File: src/rtl/axi_pkg.sv
// Shared AXI write-arbitration types: one-hot grant encodings and write-channel FSM states.
// Pure types/constants; no latency or backpressure of its own.
package axi_pkg;

  localparam logic [1:0] GNT_NONE = 2'b00;
  localparam logic [1:0] GNT_M0   = 2'b01;
  localparam logic [1:0] GNT_M1   = 2'b10;

  typedef enum logic [1:0] {
    ST_IDLE,
    ST_ADDR,
    ST_DATA,
    ST_RESP
  } aw_state_t;

  // M1 wins by default; force_m0 hands the grant to a requesting M0.
  function automatic logic [1:0] arb_pick(input logic req_m0, input logic req_m1,
                                          input logic force_m0);
    logic [1:0] pick;
    pick = GNT_NONE;
    if (req_m0 && (force_m0 || !req_m1)) begin
      pick = GNT_M0;
    end else if (req_m1) begin
      pick = GNT_M1;
    end
    return pick;
  endfunction

endpackage

File: src/rtl/aw_arbiter_if.sv
// Request/handshake bundle between two AXI write masters, the selected slave and the arbiter.
// Pure wiring; the arbiter side uses the slave modport.
interface aw_arbiter_if;

  logic       AWVALID_M0;
  logic       AWVALID_M1;
  logic       AWREADY_S;
  logic       WVALID_G;
  logic       WREADY_S;
  logic       WLAST_G;
  logic       BVALID_S;
  logic       BREADY_G;
  logic [1:0] gnt;
  logic       aw_en;
  logic       w_en;
  logic       b_en;
  logic       busy;

  modport master (
    output AWVALID_M0, AWVALID_M1, AWREADY_S, WVALID_G, WREADY_S, WLAST_G,
           BVALID_S, BREADY_G,
    input  gnt, aw_en, w_en, b_en, busy
  );

  modport slave (
    input  AWVALID_M0, AWVALID_M1, AWREADY_S, WVALID_G, WREADY_S, WLAST_G,
           BVALID_S, BREADY_G,
    output gnt, aw_en, w_en, b_en, busy
  );

endinterface

File: src/rtl/aw_arbiter.sv
// Two-master AXI write arbiter, one write in flight: grant registered 1 cycle after request, held until B handshake.
// Phases stall on the AW/W/B handshakes; AW_ARB_STARVE_EN adds M0 starvation protection (STARVE_LIMIT losses).
module aw_arbiter
  import axi_pkg::*;
#(
  parameter int STARVE_LIMIT = 8
) (
  input  logic        ACLK,
  input  logic        ARESET,
  aw_arbiter_if.slave bus
);

  aw_state_t  state;
  aw_state_t  state_nxt;
  logic [1:0] gnt_q;
  logic [1:0] gnt_nxt;
  logic [1:0] winner;
  logic       req_any;
  logic       aw_hs;
  logic       w_done;
  logic       b_done;
  logic       force_m0;

  assign req_any = bus.AWVALID_M0 | bus.AWVALID_M1;
  // Only the granted master's AWVALID counts; the loser may toggle freely.
  assign aw_hs   = ((gnt_q[0] & bus.AWVALID_M0) | (gnt_q[1] & bus.AWVALID_M1)) & bus.AWREADY_S;
  assign w_done  = bus.WVALID_G & bus.WREADY_S & bus.WLAST_G;
  assign b_done  = bus.BVALID_S & bus.BREADY_G;

`ifdef AW_ARB_STARVE_EN
  localparam logic [3:0] LIMIT = 4'(STARVE_LIMIT);

  logic [3:0] starve_cnt;

  assign force_m0 = (starve_cnt == LIMIT);

  always_ff @(posedge ACLK) begin
    if (ARESET) begin
      starve_cnt <= '0;
    end else if (state == ST_IDLE && req_any) begin
      if (winner == GNT_M0) begin
        starve_cnt <= '0;
      end else if (bus.AWVALID_M0 && starve_cnt != LIMIT) begin
        starve_cnt <= starve_cnt + 4'd1;
      end
    end
  end
`else
  assign force_m0 = 1'b0;
`endif

  assign winner = arb_pick(bus.AWVALID_M0, bus.AWVALID_M1, force_m0);

  always_ff @(posedge ACLK) begin
    if (ARESET) begin
      state <= ST_IDLE;
      gnt_q <= GNT_NONE;
    end else begin
      state <= state_nxt;
      gnt_q <= gnt_nxt;
    end
  end

  always_comb begin
    state_nxt = state;
    gnt_nxt   = gnt_q;
    case (state)
      ST_IDLE: begin
        if (req_any) begin
          state_nxt = ST_ADDR;
          gnt_nxt   = winner;
        end
      end
      ST_ADDR: begin
        if (aw_hs) begin
          state_nxt = ST_DATA;
        end
      end
      ST_DATA: begin
        if (w_done) begin
          state_nxt = ST_RESP;
        end
      end
      ST_RESP: begin
        // Re-arbitration waits for the first IDLE cycle.
        if (b_done) begin
          state_nxt = ST_IDLE;
          gnt_nxt   = GNT_NONE;
        end
      end
      default: begin
        state_nxt = ST_IDLE;
        gnt_nxt   = GNT_NONE;
      end
    endcase
  end

  assign bus.gnt   = gnt_q;
  assign bus.aw_en = (state == ST_ADDR);
  assign bus.w_en  = (state == ST_DATA);
  assign bus.b_en  = (state == ST_RESP);
  assign bus.busy  = (state != ST_IDLE);

endmodule

File: src/flat_wrapper.sv
// flat-port wrapper written by rule: the top's interface ports become plain ports
module aw_arbiter_flat import axi_pkg::*;
#(
  parameter int STARVE_LIMIT = 8
)
  (ACLK, ARESET, bus_AWVALID_M0, bus_AWVALID_M1, bus_AWREADY_S, bus_WVALID_G, bus_WREADY_S, bus_WLAST_G, bus_BVALID_S, bus_BREADY_G, bus_gnt, bus_aw_en, bus_w_en, bus_b_en, bus_busy);
  aw_arbiter_if bus_i ();
  input  logic ACLK;
  input  logic ARESET;
  input wire logic [$bits(bus_i.AWVALID_M0)-1:0] bus_AWVALID_M0;
  input wire logic [$bits(bus_i.AWVALID_M1)-1:0] bus_AWVALID_M1;
  input wire logic [$bits(bus_i.AWREADY_S)-1:0] bus_AWREADY_S;
  input wire logic [$bits(bus_i.WVALID_G)-1:0] bus_WVALID_G;
  input wire logic [$bits(bus_i.WREADY_S)-1:0] bus_WREADY_S;
  input wire logic [$bits(bus_i.WLAST_G)-1:0] bus_WLAST_G;
  input wire logic [$bits(bus_i.BVALID_S)-1:0] bus_BVALID_S;
  input wire logic [$bits(bus_i.BREADY_G)-1:0] bus_BREADY_G;
  output wire logic [$bits(bus_i.gnt)-1:0] bus_gnt;
  output wire logic [$bits(bus_i.aw_en)-1:0] bus_aw_en;
  output wire logic [$bits(bus_i.w_en)-1:0] bus_w_en;
  output wire logic [$bits(bus_i.b_en)-1:0] bus_b_en;
  output wire logic [$bits(bus_i.busy)-1:0] bus_busy;
  assign bus_i.AWVALID_M0 = bus_AWVALID_M0;
  assign bus_i.AWVALID_M1 = bus_AWVALID_M1;
  assign bus_i.AWREADY_S = bus_AWREADY_S;
  assign bus_i.WVALID_G = bus_WVALID_G;
  assign bus_i.WREADY_S = bus_WREADY_S;
  assign bus_i.WLAST_G = bus_WLAST_G;
  assign bus_i.BVALID_S = bus_BVALID_S;
  assign bus_i.BREADY_G = bus_BREADY_G;
  assign bus_gnt = bus_i.gnt;
  assign bus_aw_en = bus_i.aw_en;
  assign bus_w_en = bus_i.w_en;
  assign bus_b_en = bus_i.b_en;
  assign bus_busy = bus_i.busy;
  aw_arbiter #(.STARVE_LIMIT(STARVE_LIMIT)) u_core (.ACLK(ACLK), .ARESET(ARESET), .bus(bus_i));
endmodule
File: config.mk
export PLATFORM = sky130hd
export DESIGN_NAME = aw_arbiter_flat
export DESIGN_NICKNAME = d
export VERILOG_FILES = /design/src/rtl/axi_pkg.sv /design/src/rtl/aw_arbiter_if.sv /design/src/rtl/aw_arbiter.sv /design/src/flat_wrapper.sv
export SDC_FILE = /design/constraint.sdc
export NUM_CORES = 1
export LEC_CHECK = 0
export ABC_AREA = 1
export CORE_AREA = 3 3 40 42
export CTS_CLUSTER_SIZE = 12
export DETAILED_ROUTE_END_ITERATION = 10
export DIE_AREA = 0 0 43 45
export PLACE_DENSITY = 0.63
export RECOVER_POWER = 100
export SLEW_MARGIN = 20
export SYNTH_ARGS = -nofsm -noshare
export SYNTH_HDL_FRONTEND = slang
export SYNTH_SLANG_ARGS = --single-unit
File: constraint.sdc
create_clock -name ACLK -period 1.7 [get_ports ACLK]
set_input_delay 0.34 -clock ACLK [delete_from_list [all_inputs] [get_ports ACLK]]
set_output_delay 0.34 -clock ACLK [all_outputs]
set_load 0.03 [all_outputs]
==> results of run 1 <==
[synthesized netlist by cell type]
cell type and n:
a21oi_1 4, nand3_1 3, nand2_2 3, ha_1 4, nand3_2 1, nor2_1 7
nand2_1 11, nor2_4 1, o21ai_1 1, inv_2 1, inv_1 7, dfxtp_1 4
[layer usage]
layer,vias up,wire length (um),share of wire,GRT usage
met3,0,86,0.12,0.0359
met1,128,339,0.47,0.0938
met5,-,0,0,0
li1,186,-,-,-
met4,0,0,0,0.0361
met2,13,293,0.41,0.129
[power by group through the flow]
stage	Sequential, mW	Combinational, mW	Clock (mW)
3_3_place_gp	0.173	0.599	0
3_5_place_dp	0.174	0.600	0
5_1_grt	0.179	0.601	0.126
6_report	0.173	0.535	0.111
4_1_cts	0.173	0.582	0.118
2_1_floorplan	0.207	0.381	0
[final cells by class]
type	count	area, um2
fillers	148	802
multi-input cells	35	183
repair buffers	16	149
flip-flops and latches	4	80.1
inverters	8	30.0
clock buffers	3	22.5
well taps	15	18.8
[worst paths after layout]
| path | slack [ns] | cells past startpoint | start | to |
|---|---|---|---|---|
| hold reg to reg | 0.49 | 2 | u_core.bus.gnt[1]$_SDFFE_PP0P_ | u_core.bus.gnt[1]$_SDFFE_PP0P_ |
| hold / removal | 0.49 | 2 | u_core.bus.gnt[1]$_SDFFE_PP0P_ | u_core.bus.gnt[1]$_SDFFE_PP0P_ |
| setup reg to reg | 0.33 | 8 | u_core.state[0]$_SDFFE_PP0P_ | u_core.state[0]$_SDFFE_PP0P_ |
| setup / recovery | 0.11 | 1 | u_core.bus.gnt[0]$_SDFFE_PP0P_ | bus_gnt[0] |
[tightest hold or removal path: stages, from the launching register on]
cell,delay [ns]
dfxtp_1,0.31
nand2_1,0.07
a21oi_1,0.06
[layout by cell type (no fill, tap or decap), types with 2 or more instances in the layout]
master | synthesis | routed
nand2_1 | 11 | 12
clkdlybuf4s50_1 | 0 | 11
nor2_1 | 7 | 8
inv_1 | 7 | 7
nand3_1 | 3 | 4
a21oi_1 | 4 | 4
ha_1 | 4 | 4
dfxtp_1 | 4 | 4
clkbuf_4 | 0 | 3
dlygate4sd2_1 | 0 | 3
nand2_2 | 3 | 2
[cells by family (layout without fill, tap and decap cells)]
logic type               count (synthesis)  after routing
flip-flops                               4              4
AO/OA/AOI/OAI                            5              5
buffers and inverters                    8             27
AND/OR/NAND/NOR                         26             26
adder cells (fa/ha/maj)                  4              4
[flip-flops by register name, summed over array words and instances (netlist names)]
register and flops:
u_core.bus.gnt 2, u_core.state 2
[through the flow]
step,hold slack [ns],instances,utilization,power (mW)
2_1_floorplan,0.409,47,-,0.588
3_3_place_gp,0.483,78,0.375,0.772
3_5_place_dp,0.483,78,0.375,0.775
4_1_cts,0.489,81,0.389,0.873
5_1_grt,0.500,81,0.376,0.906
6_report,0.491,81,0.376,0.820
==> flow_metrics.py, run 1 <==
metrics = {
    "clock_tree": {
        "postCtsSetupBuffers": 0,
        "cts_hold_buf": 0,
        "ctsResizeCount": 3,
        "clock_latency_ns": 0.23,
        "cts.clk_slew.worst_paths_ns": 0.03,
        "cts_root_buffer": "clkbuf_4",
        "cts_tree": "done",
        "clock_path_buffers": 2,
        "clock_sinks": 4,
        "h-tree-depth": 1,
        "cts_buffers": 3,
    },
    "pwr": {
        "combPwrFrac": 0.653,
        "p_switching_uw": 401,
        "p_per_area_mw_per_mm2": 1700,
        "p_int_uw": 419,
        "seq_power_share": 0.211,
        "clock_power_share": 0.136,
        "p_leak_nw": 0.257,
        "ir_drop_mv": 0.615,
        "sw_frac_of_total": 0.489,
    },
    "synthesis": {
        "synthTopCellsByArea": "dfxtp_1 (26%), ha_1 (16%), nand2_1 (13%)",
        "yosys.area.top_type_share": 0.260,
        "ys_types": 12,
        "syn_nets": 61,
        "muxShareOfSynthArea": 0,
        "synth_fa_ha_area_frac": 0.163,
        "synth_xor_xnor_area_share": 0,
        "synthSimpleGateAreaFrac": 0.398,
        "synth_top_cell_by_area": "dfxtp_1",
        "ys_ff_latch": 4,
        "avgSynthCellArea_um2": 6.55,
        "syn_area_um2": 308,
        "synth_compound_area_frac": 0.0813,
        "synth_top_family_by_area": "simple AND/OR/NAND/NOR gates",
        "syn_inst": 47,
        "yosysSeqAreaShare": 0.260,
        "yosysWarnings": 0,
    },
    "worst_setup_path": {
        "cp_num_buf_inv": 1,
        "cpPeakStageDelay_ns": 0.69,
        "worst_ep_arrival_time_ns": 1.25,
        "crit_path_start_kind": "flip-flop",
        "required_ns": 1.36,
        "cpMaxStageDelayCell": "clkdlybuf4s50_1",
        "endpoint_kind": "primary output",
        "path_delay_family": "buffers and inverters",
        "crit_type": "reg -> out",
        "crit_fanout": 3,
        "crit_chain": "clkdlybuf4s50_1",
    },
    "die": {
        "initial_core_util": 0.240,
        "top_level_ports": 16,
        "die_y_um": 45,
        "die_w_um": 43,
        "fp-row-count": 13,
        "core-area_mm2": 0.00128,
        "dieArea_mm2": 0.00194,
    },
    "drt": {
        "drt_iter0_drc": 7,
        "drc": 0,
        "drtPass1Iterations": 5,
        "vias_per_cell": 4.04,
        "wl_per_cell_um": 8.86,
        "ant_nets": 0,
        "via_count": 327,
        "wl_um": 718,
    },
    "sta": {
        "slew_viol_final": 0,
        "fmax_mhz": 628,
        "fin_setup_tns_ns": 0,
        "relSlewSlack": 0.786,
        "worstMarginPinSlew_ns": 0.319,
        "rsz0062_at_grt": "false",
        "min_period_ns": 1.59,
        "finalWorstSetupSlack_ns": 0.107,
        "fin_skew_ns": 0.00394,
        "finalCritPeriodShare": 0.937,
        "hold_viol_final": 0,
        "setup_violations": 0,
    },
    "cells_and_area": {
        "nNetsFinal": 82,
        "diodes": 0,
        "drive_above_1_share": 0.121,
        "finalInstanceArea_um2": 483,
        "areaGrowthSynthToFinish_pct": 56.9,
    },
    "grt": {
        "grt_pass1_wl_mm": 1.21,
        "grt_max_degree": 5,
        "grt_use_total": 0.0807,
        "antenna_found_initial": 0,
        "grt_pass1_vias": 314,
        "grt_overflow": 0,
    },
    "placed_design": {
        "dp_slack_ns": 0.0995,
        "place_area_um2": 482,
        "place_congestion": 0.653,
        "post-dp-hpwl_um": 622,
        "portBuffers": 15,
    },
    "status": {
        "status": "finished clean",
    },
    "job": {
        "maxCapViolCount": 0,
    },
    "min_path": {
        "hold_class": "reg -> reg",
    },
}
(Power assumes the default switching activity.)
==> inputs of run 2 (changes only) <==
CELL_PAD_IN_SITES_DETAIL_PLACEMENT = 1   (was unset)
CELL_PAD_IN_SITES_GLOBAL_PLACEMENT = 1   (was unset)
CTS_BUF_LIST = sky130_fd_sc_hd__clkbuf_4 sky130_fd_sc_hd__clkbuf_8   (was unset)
PLACE_DENSITY = 0.83   (was 0.63)
==> flow_metrics.py, run 2 (same netlist as run 1, synthesis figures left out) <==
metrics = {
    "status": {
        "status": "finished clean",
    },
    "sta": {
        "fmax_mhz": 620,
        "fin_setup_tns_ns": 0,
        "setup_violations": 0,
        "finalWorstSetupSlack_ns": 0.0866,
        "min_period_ns": 1.61,
        "hold_viol_final": 0,
        "relSlewSlack": 0.795,
        "fin_skew_ns": 0.00509,
        "slew_viol_final": 0,
        "rsz0062_at_grt": "false",
        "worstMarginPinSlew_ns": 0.307,
        "finalCritPeriodShare": 0.949,
    },
    "clock_tree": {
        "clock_path_buffers": 2,
        "cts_hold_buf": 0,
        "cts.clk_slew.worst_paths_ns": 0.04,
        "clock_latency_ns": 0.23,
        "h-tree-depth": 1,
        "cts_tree": "done",
        "cts_buffers": 3,
        "cts_root_buffer": "clkbuf_4",
        "clock_sinks": 4,
    },
    "cells_and_area": {
        "layout_common_cells": "nand2_1 (12), clkdlybuf4s50_1 (11), nor2_1 (8)",
        "drive_above_1_share": 0.106,
        "areaGrowthSynthToFinish_pct": 56.9,
        "fin_util": 0.376,
        "finalInstanceArea_um2": 483,
        "nNetsFinal": 82,
        "diodes": 0,
        "nFillCells": 177,
        "final_common_cell": "nand2_1",
    },
    "die": {
        "top_level_ports": 16,
        "initial_core_util": 0.240,
        "dieArea_mm2": 0.00194,
        "core-area_mm2": 0.00128,
        "die_y_um": 45,
        "fp-row-count": 13,
        "die_w_um": 43,
    },
    "worst_setup_path": {
        "crit_path_start_kind": "flip-flop",
        "crit_type": "reg -> out",
        "worst_ep_arrival_time_ns": 1.27,
        "cpMaxStageDelayCell": "clkdlybuf4s50_1",
        "path_delay_family": "buffers and inverters",
        "required_ns": 1.36,
        "crit_chain": "clkdlybuf4s50_1",
        "cpPeakStageDelay_ns": 0.68,
        "cp_num_buf_inv": 1,
        "endpoint_kind": "primary output",
        "crit_fanout": 3,
    },
    "drt": {
        "via_count": 347,
        "drt_iter0_drc": 4,
        "wl_per_cell_um": 9.85,
        "drtPass1Iterations": 4,
        "drc": 0,
        "vias_per_cell": 4.28,
        "wl_um": 798,
        "ant_nets": 0,
    },
    "pwr": {
        "p_leak_nw": 0.254,
        "p_per_area_mw_per_mm2": 1720,
        "power_uw": 831,
        "ir_drop_mv": 0.567,
    },
    "grt": {
        "grt_use_total": 0.0973,
        "grt_max_degree": 5,
        "grt_use_met2": 0.165,
        "antenna_found_initial": 0,
        "grt_pass1_wl_mm": 1.38,
        "grt_util_met1": 0.103,
        "met3_usage": 0.0159,
        "grt_pass1_vias": 365,
        "busiest_layer": "met2",
        "grt_overflow": 0,
    },
    "placed_design": {
        "portBuffers": 15,
        "place_congestion": 0.615,
        "dp_slack_ns": 0.0786,
        "place_area_um2": 482,
        "post-dp-hpwl_um": 696,
    },
    "min_path": {
        "hold_class": "reg -> reg",
    },
    "job": {
        "maxCapViolCount": 0,
    },
}
[run 2: cell types whose count changed in the layout (fill, tap and decap cells not counted)]
| cell | before | now |
|---|---|---|
| inv_2 | 1 | 0 |
| clkinv_1 | 0 | 1 |
[run 2: worst paths after layout]
path                                                     start                        endpoint  slack [ns]  depth (start not counted)
worst max-delay path            u_core.bus.gnt[0]$_SDFFE_PP0P_                      bus_gnt[0]        0.09                          1
worst min register to register  u_core.bus.gnt[1]$_SDFFE_PP0P_  u_core.bus.gnt[1]$_SDFFE_PP0P_        0.49                          2
worst min-delay path            u_core.bus.gnt[1]$_SDFFE_PP0P_  u_core.bus.gnt[1]$_SDFFE_PP0P_        0.49                          2
worst max register to register    u_core.state[0]$_SDFFE_PP0P_    u_core.state[0]$_SDFFE_PP0P_        0.32                          8
[run 2: routing by layer]
layer / wire length, um / part of all wire
met1: 348 / 0.44
met2: 378 / 0.47
met3: 72 / 0.090
met4: 0 / 0
met5: 0 / 0
[run 2: report_power, final]
part | internal, mW | switching [mW]
clock network | 0.0790 | 0.0386
registers | 0.137 | 0.0398
logic | 0.204 | 0.332
[run 2: what timing repair did]
action                                  in CTS  in global routing
resized for setup                            3                  0
setup buffers                                0                  0
endpoints found under the setup margin       3                  0
[run 2: cell type report]
cell class | instances | area [um2] | area share
timing repair buffer | 16 | 149 | 0.308
clock buffer | 3 | 22.5 | 0.0466
multi-input combinational | 35 | 183 | 0.378
inverter | 8 | 30.0 | 0.0622
sequential | 4 | 80.1 | 0.166
tap | 15 | 18.8 | 0.0389
[run 2: per-stage QoR]
step	instances	hold slack, ns
floorplan	47	0.409
global placement	78	0.481
detailed placement	78	0.482
CTS	81	0.489
global route	81	0.512
finish	81	0.487
==> inputs of run 3 (changes only) <==
TNS_END_PERCENT = 50   (was unset)
==> results of run 3 <==
Same layout as run 2: the final DEF is identical, and so are final timing and power.
